[config.mk]
export PLATFORM = sky130hd
export DESIGN_NAME = i2s_burst_scheduler
export DESIGN_NICKNAME = d
export VERILOG_FILES = /design/src/rtl/i2s_sched_pkg.sv /design/src/rtl/rr_pick.sv /design/src/rtl/i2s_burst_scheduler.sv
export SDC_FILE = /design/constraint.sdc
export NUM_CORES = 1
export LEC_CHECK = 0
export BUFFER_PORTS_ARGS = -buffer_cell sky130_fd_sc_hd__buf_2
export CAP_MARGIN = 20
export CORE_AREA = 10 10 252 254
export DETAILED_ROUTE_END_ITERATION = 8
export DIE_AREA = 0 0 262 264
export MAX_ROUTING_LAYER = met4
export PLACE_DENSITY = 0.47
export SLEW_MARGIN = 20
export SYNTH_ARGS = -nofsm -noshare
export SYNTH_HDL_FRONTEND = slang
export SYNTH_HIERARCHICAL = 1
export SYNTH_SLANG_ARGS = --single-unit
[constraint.sdc]
create_clock -name clk -period 8.2 [get_ports clk]
set_clock_uncertainty 0.15 [all_clocks]
set_input_delay 0.41 -clock clk [delete_from_list [all_inputs] [get_ports clk]]
set_output_delay 0.41 -clock clk [all_outputs]
set_load 0.05 [all_outputs]
[src/rtl/i2s_sched_pkg.sv]
// Shared definitions for the I2S burst scheduler: header marker, FSM state
// encoding and the helper that builds the per-burst header word.
package i2s_sched_pkg;

    // Top nibble of every header word, lets the host spot burst boundaries
    localparam logic [3:0] HDR_MARKER = 4'hA;

    // Scheduler phases: wait for a grant, emit header, stream words, flush last word
    typedef enum logic [1:0] {
        IDLE   = 2'd0,
        HEADER = 2'd1,
        READ   = 2'd2,
        DRAIN  = 2'd3
    } sched_state_e;

    // Header layout: marker in the top nibble, channel ID in the low bits,
    // zeros in between. Built 64 bits wide; the caller truncates to its data width.
    function automatic logic [63:0] pack_header(input int unsigned data_width,
                                                input logic [31:0] id);
        logic [63:0] hdr;
        hdr = (64'(HDR_MARKER) << (data_width - 32'd4)) | 64'(id);
        return hdr;
    endfunction

endpackage

[src/rtl/rr_pick.sv]
// Rotating-priority picker: returns the first requester found when scanning
// from last+1 upward, wrapping modulo N. Purely combinational, one cycle.
module rr_pick #(
    parameter int N  = 32,
    parameter int LW = (N > 1) ? $clog2(N) : 1
) (
    input  logic [N-1:0]  req,
    input  logic [LW-1:0] last,
    output logic          valid,
    output logic [LW-1:0] idx
);

    localparam logic [LW:0] N_W = (LW + 1)'(N);

    logic [LW:0] pos_s;
    logic        hit_s;

    // Walk positions last+1 .. last+N (wrapped) and latch onto the first request seen
    always_comb begin
        valid = 1'b0;
        idx   = '0;
        pos_s = '0;
        hit_s = 1'b0;
        for (int i = 1; i <= N; i++) begin
            pos_s = {1'b0, last} + (LW + 1)'(i);
            pos_s = (pos_s >= N_W) ? (pos_s - N_W) : pos_s;
            hit_s = !valid && req[pos_s[LW-1:0]];
            idx   = hit_s ? pos_s[LW-1:0] : idx;
            valid = valid | hit_s;
        end
    end

endmodule

[src/rtl/i2s_burst_scheduler.sv]
// Round-robin burst scheduler: shares one downstream FIFO write port among
// NUM_SRC receiver channels. Each grant optionally emits a header word with
// the channel ID, then moves exactly BURST_LEN words from the granted channel.
// The read strobe pops the source head; the word sampled at the same edge is
// presented downstream in the following cycle.
module i2s_burst_scheduler
    import i2s_sched_pkg::*;
#(
    parameter int NUM_SRC    = 32,
    parameter int ID_WIDTH   = 5,
    parameter int DATA_WIDTH = 16,
    parameter int BURST_LEN  = 15,
    parameter int HEADER_EN  = 1
) (
    input  logic                          clk,
    input  logic                          rst_n,
    input  logic [NUM_SRC-1:0]            src_mask,
    input  logic [NUM_SRC-1:0]            src_ready,
    output logic [NUM_SRC-1:0]            src_rd_en,
    input  logic [NUM_SRC*DATA_WIDTH-1:0] src_rdata,
    input  logic                          dst_space_ok,
    output logic                          dst_wen,
    output logic [DATA_WIDTH-1:0]         dst_wdata,
    output logic                          busy,
    output logic [ID_WIDTH-1:0]           cur_id,
    output logic [31:0]                   burst_count
);

    localparam int LW = (NUM_SRC > 1) ? $clog2(NUM_SRC) : 1;
    localparam int CW = $clog2(BURST_LEN);
    localparam logic [CW-1:0]       CNT_LAST  = CW'(BURST_LEN - 1);
    localparam logic [ID_WIDTH-1:0] LAST_INIT = ID_WIDTH'(NUM_SRC - 1);

    // Architectural state
    sched_state_e          state_r;
    logic [CW-1:0]         cnt_r;
    logic [ID_WIDTH-1:0]   cur_id_r;
    logic [ID_WIDTH-1:0]   last_grant_r;
    logic [31:0]           burst_count_r;

    // Registered outputs
    logic [NUM_SRC-1:0]    rd_en_r;
    logic                  wen_r;
    logic [DATA_WIDTH-1:0] wdata_r;
    logic                  busy_r;

    // Next-state and next-output values
    sched_state_e          state_nx_s;
    logic [CW-1:0]         cnt_nx_s;
    logic [ID_WIDTH-1:0]   cur_id_nx_s;
    logic [NUM_SRC-1:0]    rd_en_nx_s;
    logic                  wen_nx_s;
    logic [DATA_WIDTH-1:0] wdata_nx_s;

    // Arbitration
    logic [NUM_SRC-1:0]    eligible_s;
    logic                  win_valid_s;
    logic [LW-1:0]         win_idx_s;
    logic [DATA_WIDTH-1:0] src_word_s;

    assign eligible_s = src_ready & src_mask;

    rr_pick #(
        .N  (NUM_SRC),
        .LW (LW)
    ) u_rr_pick (
        .req   (eligible_s),
        .last  (last_grant_r[LW-1:0]),
        .valid (win_valid_s),
        .idx   (win_idx_s)
    );

    // Select the granted channel's head word out of the flattened source bus
    always_comb begin
        src_word_s = '0;
        for (int i = 0; i < NUM_SRC; i++) begin
            src_word_s = (cur_id_r == ID_WIDTH'(i)) ? src_rdata[i*DATA_WIDTH +: DATA_WIDTH]
                                                    : src_word_s;
        end
    end

    // State register plus grant bookkeeping; a burst only counts once DRAIN completes
    always_ff @(posedge clk) begin
        if (!rst_n) begin
            state_r       <= IDLE;
            cnt_r         <= '0;
            cur_id_r      <= '0;
            last_grant_r  <= LAST_INIT;
            burst_count_r <= 32'd0;
        end else begin
            state_r  <= state_nx_s;
            cnt_r    <= cnt_nx_s;
            cur_id_r <= cur_id_nx_s;
            if (state_r == DRAIN) begin
                last_grant_r  <= cur_id_r;
                burst_count_r <= burst_count_r + 32'd1;
            end else begin
                last_grant_r  <= last_grant_r;
                burst_count_r <= burst_count_r;
            end
        end
    end

    // Next-state logic: inputs are only looked at while IDLE, bursts always run to completion
    always_comb begin
        state_nx_s  = state_r;
        cnt_nx_s    = cnt_r;
        cur_id_nx_s = cur_id_r;
        case (state_r)
            IDLE: begin
                cnt_nx_s = '0;
                if (win_valid_s && dst_space_ok) begin
                    cur_id_nx_s = ID_WIDTH'(win_idx_s);
                    state_nx_s  = (HEADER_EN != 0) ? HEADER : READ;
                end else begin
                    state_nx_s  = IDLE;
                end
            end
            HEADER: begin
                cnt_nx_s   = '0;
                state_nx_s = READ;
            end
            READ: begin
                if (cnt_r == CNT_LAST) begin
                    cnt_nx_s   = '0;
                    state_nx_s = DRAIN;
                end else begin
                    cnt_nx_s   = cnt_r + CW'(1);
                    state_nx_s = READ;
                end
            end
            DRAIN: begin
                cnt_nx_s   = '0;
                state_nx_s = IDLE;
            end
            default: begin
                cnt_nx_s   = '0;
                state_nx_s = IDLE;
            end
        endcase
    end

    // Output decode for the upcoming state, so the registered outputs line up with it
    always_comb begin
        rd_en_nx_s = '0;
        wen_nx_s   = 1'b0;
        wdata_nx_s = '0;
        case (state_nx_s)
            IDLE: begin
                wen_nx_s = 1'b0;
            end
            HEADER: begin
                wen_nx_s   = 1'b1;
                wdata_nx_s = DATA_WIDTH'(pack_header(DATA_WIDTH, 32'(cur_id_nx_s)));
            end
            READ: begin
                for (int i = 0; i < NUM_SRC; i++) begin
                    rd_en_nx_s[i] = (cur_id_nx_s == ID_WIDTH'(i));
                end
                // First READ cycle only pops; words follow one cycle behind the strobes
                wen_nx_s   = (cnt_nx_s != '0);
                wdata_nx_s = (cnt_nx_s != '0) ? src_word_s : '0;
            end
            DRAIN: begin
                wen_nx_s   = 1'b1;
                wdata_nx_s = src_word_s;
            end
            default: begin
                wen_nx_s = 1'b0;
            end
        endcase
    end

    // Output registers; reset clears strobes immediately, aborting any partial burst
    always_ff @(posedge clk) begin
        if (!rst_n) begin
            rd_en_r <= '0;
            wen_r   <= 1'b0;
            wdata_r <= '0;
            busy_r  <= 1'b0;
        end else begin
            rd_en_r <= rd_en_nx_s;
            wen_r   <= wen_nx_s;
            wdata_r <= wdata_nx_s;
            busy_r  <= (state_nx_s != IDLE);
        end
    end

    assign src_rd_en   = rd_en_r;
    assign dst_wen     = wen_r;
    assign dst_wdata   = wdata_r;
    assign busy        = busy_r;
    assign cur_id      = cur_id_r;
    assign burst_count = burst_count_r;

endmodule

Yosys cells after proc, flatten, opt, wreduce, memory -nomap -nowiden. Cells that the tools add are included.

Flip-flop bits (word level): 98. Bits of input ports: 579. Word-level logic and storage cells: 482.

$add $sub $neg: 66. $lt $le $gt $ge: 64. Equality and inequality tests: 69. Mux-type cells: 170. Bitwise operators: 32. Reductions and logical operators: 72.

Operators with widths (count): $mux W16 (33); $mux W5 (66); $ge A6 B6 Y1 const B (32); $lt A5 B6 Y1 const B (32); $bmux W1 S5 (32); $eq A5 B5 Y1 const B (32); $sub A5 B1 Y5 const B (32); $add A5 B5 Y6 const B (16); $eq A5 B4 Y1 const B (16); $add A5 B4 Y6 const B (8); $pmux W16 S3 (1); $eq A5 B3 Y1 const B (8); $mux W1 (34); $add A32 B1 Y32 const B (1); $and A32 B32 Y32 (1); $logic_and A1 B1 Y1 (32); $logic_not A1 Y1 (31); $or A1 B1 Y1 (31); $add A5 B3 Y6 const B (4); $eq A5 B2 Y1 const B (4); $add A5 B2 Y6 const B (2); $eq A5 B1 Y1 const B (2); $logic_not A5 Y1 (2); $eq A2 B2 Y1 const B (4); 15 further kinds (17).

Longest topological paths before layout.
Word-level depth: 104. Depth in mapped cells: 31.

Modules after synthesis. The synthesis kept the hierarchy.

By module, submodules not included: i2s_burst_scheduler (times used 1, cells each 1408, area each 10013.4 um2, seq. area each 1961.9 um2); rr_pick (times used 1, cells each 754, area each 6297.3 um2, seq. area each 0.0 um2).

Worst setup path after synthesis. OpenSTA, ideal clock, no wires.

Path kind: register to register. Start: reg last_grant_r[1]. End: reg wdata_r[3], in the netlist dst_wdata[3]. Data arrival time: 6.514 ns. Data required time: 7.935 ns. Slack: 1.420 ns. Cell stages (with the launch flop): 28. Buffers on the path: 10. Clock period less this slack: 6.780 ns. Cells stage by stage: dfxtp_1 -> buf_6 -> buf_6 -> buf_6 -> buf_6 -> buf_6 -> buf_4 -> inv_1 -> clkbuf_1 -> ha_1 -> buf_2 -> buf_1 -> clkbuf_1 -> mux2_2 -> mux2i_1 -> mux4_2 -> or4b_1 -> nor4_4 -> nand3_2 -> or4_4 -> nor2_1 -> nand2_1 -> nand3_1 -> mux2i_2 -> o32a_1 -> o41ai_1 -> a311o_1 -> and3_1.

Cells in the longest elaborated chain, start to end: 103. Elaborated cells on any way between the ends: 326. Those cells by class: add/sub (64); order compare (32); eq/ne (3); mux (133); bitwise (31); reduce/logical (63).

Ends and longest elaborated chain: from (decl) (RTL line i2s_burst_scheduler.sv:38) `logic [ID_WIDTH-1:0] last_grant_r;`; from (signal assigned) (RTL line i2s_burst_scheduler.sv:95) `last_grant_r <= cur_id_r;`; from (signal assigned) (RTL line i2s_burst_scheduler.sv:98) `last_grant_r <= last_grant_r;`; $add A5 B1 Y6 (RTL line rr_pick.sv:25) `pos_s = {1'b0, last} + (LW + 1)'(i);`; $sub A5 B1 Y5 or $ge A6 B6 Y1 (tied branches) (RTL line rr_pick.sv:26) `pos_s = (pos_s >= N_W) ? (pos_s - N_W) : pos_s;`; $mux W5 (RTL line rr_pick.sv:26); $bmux W1 S5 (RTL line rr_pick.sv:27) `hit_s = !valid && req[pos_s[LW-1:0]];`; $mux W1 (not written as such) (RTL line rr_pick.sv:27); $logic_not A1 Y1 (RTL line rr_pick.sv:27); $logic_and A1 B1 Y1 (RTL line rr_pick.sv:27); $or A1 B1 Y1 (RTL line rr_pick.sv:29) `valid = valid | hit_s;`; [... 88 more ...]; $logic_and A1 B1 Y1 (RTL line rr_pick.sv:27); $or A1 B1 Y1 (*) (RTL line rr_pick.sv:29); via win_valid_s (RTL line i2s_burst_scheduler.sv:57) `logic win_valid_s;`; $logic_and A1 B1 Y1 (*) (RTL line i2s_burst_scheduler.sv:112) `if (win_valid_s && dst_space_ok) begin`; $mux W1 (RTL line i2s_burst_scheduler.sv:112); $pmux W2 S4 (RTL line i2s_burst_scheduler.sv:109) `case (state_r)`; $eq A2 B2 Y1 or $eq A2 B1 Y1 (tied branches) (RTL line i2s_burst_scheduler.sv:148) `case (state_nx_s)`; $pmux W16 S3 (*) (RTL line i2s_burst_scheduler.sv:148); to (signal assigned) (RTL line i2s_burst_scheduler.sv:184) `wdata_r <= wdata_nx_s;`; to (decl) (RTL line i2s_burst_scheduler.sv:44) `logic [DATA_WIDTH-1:0] wdata_r;`.

The timed path passes the listed nets; every way through them passes the cells marked *. The select of a mux whose other input is x is not followed. A chain may end at the register's enable or synchronous reset.

Worst setup path after layout.
Start: reg last_grant_r[1]. End: reg wdata_r[4], in the netlist dst_wdata[4].

Elaborated cells on any way between the ends: 326. Those cells by class: add/sub (64); order compare (32); eq/ne (3); mux (133); bitwise (31); reduce/logical (63).

RTL lines: $add A5 B1 Y6 (RTL line rr_pick.sv:25); $sub A5 B1 Y5 or $ge A6 B6 Y1 (tied branches) (RTL line rr_pick.sv:26); $mux W5 (RTL line rr_pick.sv:26); $bmux W1 S5 (RTL line rr_pick.sv:27); $mux W1 (not written as such) (RTL line rr_pick.sv:27); $logic_not A1 Y1 (RTL line rr_pick.sv:27); $logic_and A1 B1 Y1 (RTL line rr_pick.sv:27); $or A1 B1 Y1 (RTL line rr_pick.sv:29); [... 86 more ...]; $or A1 B1 Y1 (RTL line rr_pick.sv:29); $logic_not A1 Y1 (RTL line rr_pick.sv:27); $logic_and A1 B1 Y1 (RTL line rr_pick.sv:27); $mux W5 (*) (RTL line rr_pick.sv:28) `idx = hit_s ? pos_s[LW-1:0] : idx;`; via win_idx_s[4] (RTL line i2s_burst_scheduler.sv:58) `logic [LW-1:0] win_idx_s;`; $mux W5 (*) (RTL line i2s_burst_scheduler.sv:112); $mux W5 (*) (RTL line i2s_burst_scheduler.sv:109); $pmux W16 S3 (*) (RTL line i2s_burst_scheduler.sv:148).

Marked as above.

==> results.md <==
* Status: complete, no violations
* Resize count post-CTS at 0
* GPL Wtd Cong at approximately 1.0
* Setup-failing EPs final at 0
* # fillers at 6,385
* HP Class: in2reg
* Final Core Density at 36.2%
* Hold path start: src_rdata[422]
* Synthesized area at 16,300 um^2
* Final critical-path share of the clock period at 87.1%
* RSZ-0062 raised after global routing: false
* Post-synthesis compound-gate area fraction at 28.7%
* Routed WL at about 140 mm
* Later-pin clock latency in the skew report at between 300 and 400 ps
* VDD IR max at 0.000120 V
* Crit Path Category: reg2reg
* Most frequent cells in the layout: buf_2, nor2_1, nand2_1, a21oi_1, buf_4
* Postcts setup bufs at 0
* TritonCTS Buffers at 9
* Mux share of post-synthesis cell area at roughly a fifth
* Root Buffer: clkbuf_16
* Clock slew at the register clock pins of the worst setup and hold paths at 90 ps
* Avg Cell Area, Syn at roughly 7.5 um^2
* Crit path buf inv count at 4
* Die width at 262 um
* Hold depth at 3
* Share of cells above drive strength 1 at approximately 36%
* R2R Path End: dst_wdata[4]
* R2R Setup Slk at 1060 ps
* 1st-iter DRT viols at 3,264
* CP Capture Type: flip-flop
* Routed length per placed instance at 38.3 um
* Area Growth Syn to Fin at 29.8%
* Grt ovf at 0
* Row count at 89
* Largest fanout on the critical path at 22
* Worst r2r src: last_grant_r[1]
* Slew Limit Fails at 0
* Cells on worst reg2reg path at 22
* PortBufs at about 670
* Xor/xnor share of the synthesized area at 3.68%
* Required time of the critical path at 8300 ps
* Initial antenna violation count at 23
* CORE AREA at 58,500 um^2
* Die area at 69,200 um^2
* Synth Flop Type: dfxtp_1
* Ys Warns at 6
* Register area share after synthesis at 12.0%
* Critical path's top delay family: simple AND/OR/NAND/NOR gates
* DR vias at 23,200
* Ys async rst share at 0%
* Largest net degree at the start of global routing at between 50 and 60
* Io pins at between 600 and 700
* Die H at 264 um
* Max-Cap Viols at 0
* Fin crit period at 7140 ps
* First-pass GRT wire length at 186 mm
* Critical path launch point type: flip-flop
* Main combinational cell family by area after synthesis: compound AO/OA/AOI/OAI gates
* Stages on worst setup path at 22
* Synthesized Nets at roughly 2,800
* WP data arrival at 7240 ps
* CP endpoint: dst_wdata[4]
* Hpwl dp at 115 mm
* Synth Area in Simple Gates at 26.9%
* Clock Tree Buf Depth at 2
* Mapped Cells at between 2,000 and 2,500
* Commonest non-fill, non-tap cell in the layout: buf_2
* Slew HR at 18.3%
* Static leakage at 0.00911 uW
* Critical-path top delay cell: ha_1
* Pwr Density at 157 nW/um^2
* H-Tree Depth at 3
* F_max at 140 MHz
* CTS tree: built
* DRC viols at 0
* Sink Count at 98
* CP peak stage delay at 820 ps
* Final hold violations at 0
* Initial Util at between 20 and 30%
* ANT nets after route at 0
* Layout Nets at 3,409
* Worst hold slack at 222 ps
* CP Cell Sequence: inv_1 > ha_1 > mux4_2 > mux2_2 > mux2i_1 > mux2i_1 > buf_4 > or4b_4 > nor2_1 > nand4_1 > buf_4 > o32a_1 > a21oi_1 > nor3_1 > buf_4 > nor4_1 > o41ai_1 > mux2i_1 > nor2_1 > a2111oi_2 > a211oi_1 > o31a_1
* Routed vias/inst at 6.44
* Number of synthesized flops with an enable pin at 0
* 1st-pass router iterations at 6
* Unique masters post-synth at 115
* Vias in the first global route at 22,700
* Crit path launch: last_grant_r[1]
* Pin slew with the least headroom to its limit at 1220 ps
* Synth Register Bits at 98
* TNS Setup at 0 ps
* Total track usage at around 39%
* Cts hold-fix bufs at 0
* Adder-Cell Fraction of Synth Area at 1.61%
[layer usage]
layer | GRT usage, % | part of all wire (%) | vias to the layer above
met5 | - | 0 | -
met4 | 14.9 | 5.0 | 0
met3 | 6.50 | 8.9 | 312
met2 | 61.8 | 47 | 1665
met1 | 47.9 | 39 | 11600
li1 | - | - | 9680
[stage by stage]
step | power, uW | area, um^2 | std cells | setup slack (ps)
3_3_place_gp | 2790 | 20800 | 3570 | 1340
6_report | 3330 | 21200 | 3608 | 1060
3_5_place_dp | 2770 | 20800 | 3570 | 1250
2_1_floorplan | 1710 | 16300 | 2162 | 1420
5_1_grt | 3380 | 21200 | 3605 | 850
4_1_cts | 3210 | 21100 | 3586 | 1220
[state kept, by name (all words and copies together), names as in the netlist, 2 cells and up]
signal        flops
dst_wdata        16
src_rd_en        32
burst_count      32
state_r           2
last_grant_r      5
cur_id            5
cnt_r             4
[worst reg2reg max path, cell delays in order (launching register included)]
cell	delay (ps)
dfxtp_4	570
inv_1	110
ha_1	820
mux4_2	520
mux2_2	320
mux2i_1	280
mux2i_1	270
buf_4	250
or4b_4	570
nor2_1	200
nand4_1	180
buf_4	220
o32a_1	280
a21oi_1	160
nor3_1	80
buf_4	140
nor4_1	570
o41ai_1	200
mux2i_1	340
nor2_1	150
a2111oi_2	230
a211oi_1	140
o31a_1	280
[worst min path at each step]
stage	end	slack, ps
floorplan	cnt_r[0]	300
global placement	cnt_r[0]	320
detailed placement	cnt_r[0]	340
CTS	dst_wdata[6]	220
global route	dst_wdata[6]	230
finish	dst_wdata[6]	220
[final cells by class]
cell class	count	area (um^2)	area share (%)
inverters	39	146	0.691
diodes	21	52.6	0.248
clock buffers	9	225	1.06
repair buffers	794	4290	20.3
flip-flops and latches	98	1980	9.36
clock inverters	7	81.3	0.384
well taps	773	967	4.57
multi-input cells	1867	13400	63.4
[Yosys cell counts (all sizes together), types with 13 or more instances]
cell / n / share of area [%]
a2111oi: 15 / 0.93
a31oi: 17 / 0.65
xor2: 13 / 0.74
nor2: 228 / 5.4
or3: 16 / 0.64
mux4: 70 / 9.7
and3: 23 / 0.88
nand2b: 27 / 1.1
and2: 72 / 2.8
o21ai: 144 / 4.4
clkbuf: 60 / 1.4
o211ai: 35 / 1.6
o22ai: 63 / 2.4
buf: 98 / 3.8
a22oi: 27 / 1.2
nand4: 22 / 0.84
a211oi: 30 / 1.4
xnor2: 53 / 2.9
ha: 21 / 1.6
nand2: 181 / 4.2
a221oi: 27 / 1.4
mux2i: 116 / 7.1
mux2: 61 / 4.2
nor3: 69 / 2.3
nor4: 30 / 1.4
nor2b: 27 / 1.0
a21o: 13 / 0.60
o221ai: 19 / 1.0
a21oi: 150 / 4.6
dfxtp: 98 / 12
nand3: 79 / 2.5
inv: 38 / 0.87
[cells by family (layout without fill, tap and decap cells)]
kind of cell / count (synthesis) / count (layout)
AO/OA/AOI/OAI: 691 / 691
other: 0 / 21
buffers and inverters: 197 / 849
AND/OR/NAND/NOR: 842 / 842
flip-flops: 98 / 98
XOR/XNOR: 66 / 66
adder cells (fa/ha/maj): 21 / 21
multiplexers: 247 / 247
[where the power goes]
part           total [uW]  internal, uW  leakage (uW)  switching [uW]
sequential            560           494      0.000794            66.5
combinational        2320           745       0.00816            1580
clock                 444           218      0.000150             226
total                3330          1460       0.00911            1870
Power figures use the tool's default switching activity.
